`src/rtl/down_counter_timer.sv`:
```
// down_counter_timer: loadable down-counter with one-cycle done pulse at expiry and optional auto-reload.
module down_counter_timer #(
    parameter int WIDTH = 4
) (
    input  logic             clk,
    input  logic             reset,
    input  logic             load,
    input  logic [WIDTH-1:0] load_data,
    input  logic             enable,
    input  logic             auto_reload,
    input  logic             abort,
    output logic [WIDTH-1:0] count,
    output logic             zero,
    output logic             busy,
    output logic             done
);
    typedef enum logic {IDLE, RUN} state_t;
    state_t           state, state_n;
    logic [WIDTH-1:0] reload, reload_n, count_n;
    logic             done_n;
    always_ff @(posedge clk) begin
        if (!reset) begin
            state  <= IDLE;
            count  <= '0;
            reload <= '0;
            done   <= 1'b0;
        end else begin
            state  <= state_n;
            count  <= count_n;
            reload <= reload_n;
            done   <= done_n;
        end
    end
    always_comb begin
        state_n  = state;
        count_n  = count;
        reload_n = reload;
        done_n   = 1'b0;
        if (load) begin
            count_n  = load_data;
            reload_n = load_data;
            state_n  = (load_data != '0) ? RUN : IDLE;
        end else if (abort) begin
            state_n = IDLE;
        end else if (state == RUN && enable) begin
            if (count == WIDTH'(1)) begin
                done_n  = 1'b1;
                count_n = auto_reload ? reload : '0;
                state_n = auto_reload ? RUN : IDLE;
            end else begin
                count_n = count - WIDTH'(1);
            end
        end
    end
    assign zero = (count == '0);
    assign busy = (state == RUN);
endmodule

```
`config.mk`:
```
export PLATFORM = sky130hd
export DESIGN_NAME = down_counter_timer
export DESIGN_NICKNAME = d
export VERILOG_FILES = /design/src/rtl/down_counter_timer.sv
export SDC_FILE = /design/constraint.sdc
export NUM_CORES = 1
export LEC_CHECK = 0
export ABC_AREA = 1
export BUFFER_PORTS_ARGS = -buffer_cell sky130_fd_sc_hd__buf_2
export CORE_MARGIN = 4
export CORE_UTILIZATION = 43
export DETAILED_ROUTE_END_ITERATION = 10
export PLACE_DENSITY = 0.7
export SYNTH_ARGS = -nofsm -noshare
export SYNTH_HDL_FRONTEND = slang
export SYNTH_SLANG_ARGS = --single-unit
```
`constraint.sdc`:
```
create_clock -name clk -period 1.05 [get_ports clk]
set_input_delay 0.0525 -clock clk [delete_from_list [all_inputs] [get_ports clk]]
set_output_delay 0.0525 -clock clk [all_outputs]
set_load 0.02 [all_outputs]
```
==> results.cfg, run 1 <==
[synth]
synth_seq_cells = 10
synth_simple_gate_area_share_pct = 36.55
avgSynthCellArea_sq_um = 7.007
synth_xor_area_share_pct = 1.471
syn-num-nets = 98
synthDistinctLibCells = 18
synth_compound_area_share_pct = 14.71
yosys.area_share.adder_pct = 6.303
syn_inst = 85
synthTopCellsByArea = dfxtp_1, nand2_1, a21oi_1
yosys.area.top_type = dfxtp_1
synth_top_family_by_area = simple AND/OR/NAND/NOR gates
ys_seq_area_share_pct = 33.61
syn_area_sq_um = 595.6
yosys.area.top_type_share_pct = 33.61
yosysWarnings = 0
synthMuxAreaShare_pct = 0

[drt]
vias_per_cell = 5.063
wirelength_microns = 1468
drc = 0
ant_nets = 0
wl_per_cell_microns = 11.47
drt_iter0_markers = 11
vias = 648
firstDrtPassIters = 4

[floorplanning]
dieArea_sq_mm = 0.002044
dieHeight_microns = 45.22
start_util_pct = 45.77
io_pins = 17
die_width_microns = 45.22
core_sq_mm = 0.001301
num_rows = 13

[finish]
insertedDiodeCount = 0
drive_gt1_share_pct = 42.48
final_common_cell = nand2_1
utilization_pct = 65.29
nets = 127
most-common-layout-cells = nand2_1, buf_2, a21oi_1, nor2_1, buf_4
area_growth_pct = 42.65

[worst_setup_path]
worstPathMaxFanout = 2
crit_chain = inv_4 -> ha_4 -> nor3b_2 -> buf_4
crit_buf_inv = 2
critical_path_class = register to output pin
cp_top_family = flip-flops
worstSetupEndpointType = output pin
critPathLaunchType = register
worstPathArrival_ps = 1100
crit_start = count[0]
max_stage_delay_ps = 360
reg2reg_from = count[0]
cp_slowest_cell = dfxtp_4
required_ps = 1000

[global_route]
grt_max_degree = 10
grt_pass1_wl_microns = 2428
overflow = 0
grt_usage_pct = 16.87
antenna_found_initial = 0
grt_pass1_vias = 552

[cts]
cts_tree = built
ctsHoldBuffers = 0
htree_levels = 1
cts-root-buf = clkbuf_4
clock_path_buffers = 2
clkSinkCount = 10
cts_buffers = 3
clk_pin_slew_ps = 70
clock_latency_ps = 270

[sta]
setup-tns-final_ps = -343.8
report.final.slew_viol_count = 0
max_freq_ghz = 0.8694
fin_skew_ps = 0.8649
hold_violations = 0
timing.final.crit_period_ps = 1150
rsz0062_at_grt = true
setup_viol = 6
fin_crit_sh_pct = 109.5
whs_ps = 56.27
maxSlewHeadroom_pct = 85.50
worstMarginPinSlew_ps = 216.7
setup_ws_ps = -100.2

[run]
maxCapViolCount = 0

[min_path]
min_path_type = input pin to register
min_from = reset

[placed_design]
pre_cts_ws_ps = -20.87
dpl.hpwl_microns = 1119
gp_congestion = 0.8155
port_buffers = 16

[power_and_ir_drop]
power_density_mw_per_mm2 = 1173
ir_worst_vdd_mv = 0.5690
p_leak_nw = 0.3990

[status]
outcome = finished with violations
violations = negative setup slack
## registers in the layout (all words and copies together) (netlist names)
name,count
count,4
done,1
busy,1
reload,4
## through the flow
stage	area, sq um	power (W)	std cells
floorplan	619.3	0.0005885	85
global placement	744.5	0.0006705	120
detailed placement	744.5	0.0006760	120
CTS	838.3	0.0009983	128
global route	849.6	0.001063	128
finish	849.6	0.0009967	128
## per-layer routing
metal  track usage, %  wire (microns)
met5                0               0
met4            8.772              30
met3            5.976              81
met2            25.42             681
met1            20.91             674
## tightest hold or removal path, cell delays in order
cell,delay [ps]
buf_2,130
nand2_1,60
nand2_1,60
## Yosys cell counts
cell      count
nor3_4        1
ha_1          3
a21oi_1      10
nand2_4       1
nor2_4        1
o21ai_0       3
o31ai_1       1
inv_4         1
nand4_1       1
nor3b_1       1
nor2_1        8
dfxtp_1      10
buf_6         1
nand3_1       9
xor2_1        1
nand2_1      24
a21boi_0      2
inv_1         7
## worst paths after layout
| kind | to | slack (ps) | cells past startpoint |
|---|---|---|---|
| worst max-delay path | zero | -100 | 4 |
| worst min-delay path | count[2] | 60 | 3 |
| worst min register to register | reload[3] | 460 | 2 |
| worst max register to register | count[2] | -70 | 8 |
## power by group
group	switching (W)	internal [W]	total, W
clock network	0.000140	0.000147	0.000287
logic	0.000158	0.000126	0.000285
registers	0.0000209	0.000404	0.000425
total	0.000319	0.000677	0.000997
## kinds of logic (layout without fill, tap and decap cells)
logic type | Yosys count | after routing
simple gates | 46 | 46
xor+xnor | 1 | 1
flops | 10 | 10
fa+ha+maj | 3 | 3
buf+inv | 9 | 37
compound gates | 16 | 16
## final cells by class
type | instances | area, sq um
flip-flops and latches | 10 | 209.0
multi-input cells | 66 | 400.4
inverters | 8 | 37.54
well taps | 15 | 18.77
clock buffers | 4 | 26.28
repair buffers | 25 | 157.7
fillers | 108 | 451.7
## timing repair
item                       in CTS  in global routing
gates resized for setup        12                  4
buffers inserted                4                  0
pin swaps                       5                  4
setup endpoints to repair       4                  6
Note: power is estimated with default switching activity, not from simulation.
==> run 2, diff against run 1 <==
- TNS_END_PERCENT: default -> 30
==> run 2 against run 1 <==
Effect of this change:
- largest power group unchanged
- critical path depth up 1
- non-clock buffer count unchanged
- combinational power fell by 7.0%
- final cell count is the same
- the run still ends with negative setup slack left
- highest routed layer unchanged
- routed wire length decreased by 5.0%
- via count down 3.5%
- register-to-register slack worse by 70 ps
- clock skew about the same
==> results.cfg, run 2 (synthesized netlist as in run 1, its figures left out) <==
[status]
outcome = finished with violations
violations = negative setup slack

[min_path]
min_from = reset
hold_depth = 3
min_path_type = input pin to register
holdPathEnd = count[2]

[cts]
clkSinkCount = 10
htree_levels = 1
clock_path_buffers = 2
cts_tree = built
clock_latency_ps = 260
clk_pin_slew_ps = 70
cts-root-buf = clkbuf_4
cts_buffers = 3

[worst_setup_path]
worstPathArrival_ps = 1180
worstSetupEndpointType = output pin
r2r-end = busy
crit_chain = inv_2 -> buf_6 -> ha_4 -> nor3b_2 -> buf_4
cp_slowest_cell = dfxtp_2
critical_path_class = register to output pin
cp_top_family = flip-flops
rr_worst_depth = 8
r2r_slack_ps = -140
required_ps = 1000
crit_buf_inv = 3
critPathLaunchType = register
crit_start = count[1]
max_stage_delay_ps = 330
reg2reg_from = count[1]
worstPathMaxFanout = 3
cp.depth = 5

[placed_design]
gp_congestion = 0.8164
port_buffers = 16
placed_cells = 121
dpl.hpwl_microns = 1062
pre_cts_ws_ps = -100.7

[run]
maxCapViolCount = 0

[floorplanning]
die_width_microns = 45.22
core_sq_mm = 0.001301
num_rows = 13
io_pins = 17
start_util_pct = 45.77
dieHeight_microns = 45.22
dieArea_sq_mm = 0.002044

[sta]
setup-tns-final_ps = -677.1
fin_skew_ps = 0.4856
max_freq_ghz = 0.8137
maxSlewHeadroom_pct = 84.65
setup_ws_ps = -178.9
hold_violations = 0
fin_crit_sh_pct = 117.0
setup_viol = 6
timing.final.crit_period_ps = 1229
worstMarginPinSlew_ps = 230.3
report.final.slew_viol_count = 0
whs_ps = 42.92
rsz0062_at_grt = true

[drt]
vias = 625
vias_per_cell = 4.883
drc = 0
firstDrtPassIters = 4
wl_per_cell_microns = 10.89
ant_nets = 0
wirelength_microns = 1394
drt_iter0_markers = 8

[finish]
most-common-layout-cells = nand2_1, buf_2, a21oi_1, nand3_1, buf_4
insertedDiodeCount = 0
drive_gt1_share_pct = 36.28
final_cells = 128
utilization_pct = 62.88
n_fill_cell = 129
final_common_cell = nand2_1
nets = 127
reg.largest.list = count x4, reload x4
area_growth_pct = 37.40

[global_route]
antenna_found_initial = 0
overflow = 0
grt_max_degree = 10
grt_usage_pct = 15.39
grt_pass1_wl_microns = 2256
grt_pass1_vias = 534

[power_and_ir_drop]
p_leak_nw = 0.4028
power_density_mw_per_mm2 = 1268
ir_worst_vdd_mv = 0.9011
[run 2: cell counts in the layout (fill, tap and decap cells not counted)]
Identical to the previous run, type by type.
[run 2: repair_timing]
item,4_1_cts,5_1_grt
hold buffers,0,0
pin swaps,1,0
resized for setup,6,2
setup endpoints to repair,6,8
cloned,0,0
setup buffers,2,1
[run 2: cell type report]
| type | count | area, sq um | area share (%) |
|---|---|---|---|
| Timing Repair Buffer | 25 | 153.9 | 18.81 |
| Sequential cell | 10 | 205.2 | 25.08 |
| Clock buffer | 4 | 36.28 | 4.434 |
| Multi-Input combinational cell | 66 | 371.6 | 45.41 |
| Inverter | 8 | 32.53 | 3.976 |
| Tap cell | 15 | 18.77 | 2.294 |
[run 2: routing by layer]
layer	track usage, %	part of all wire (%)
met5	0	0
met1	18.23	47
met4	8.772	0.72
met2	24.86	48
met3	3.984	5.0
[run 2: through the flow]
step           area (sq um)  power (W)
2_1_floorplan         603.1  0.0005827
6_report              818.3   0.001038
5_1_grt               818.3   0.001109
3_5_place_dp          735.7  0.0006723
3_3_place_gp          735.7  0.0006697
4_1_cts               808.3   0.001053
[run 2: worst max-delay path by stage]
stage / end
floorplan: busy
global placement: busy
detailed placement: busy
CTS: zero
global route: zero
finish: zero
[run 2: worst min-delay path, stage by stage]
cell and delay, ps:
buf_2 130, nand2_1 60, nand2_1 40
[run 2: where the power goes]
group,switching (W),total (W),internal (W)
sequential,0.0000187,0.000423,0.000404
combinational,0.000147,0.000265,0.000117
clock,0.000139,0.000350,0.000211
total,0.000306,0.00104,0.000732
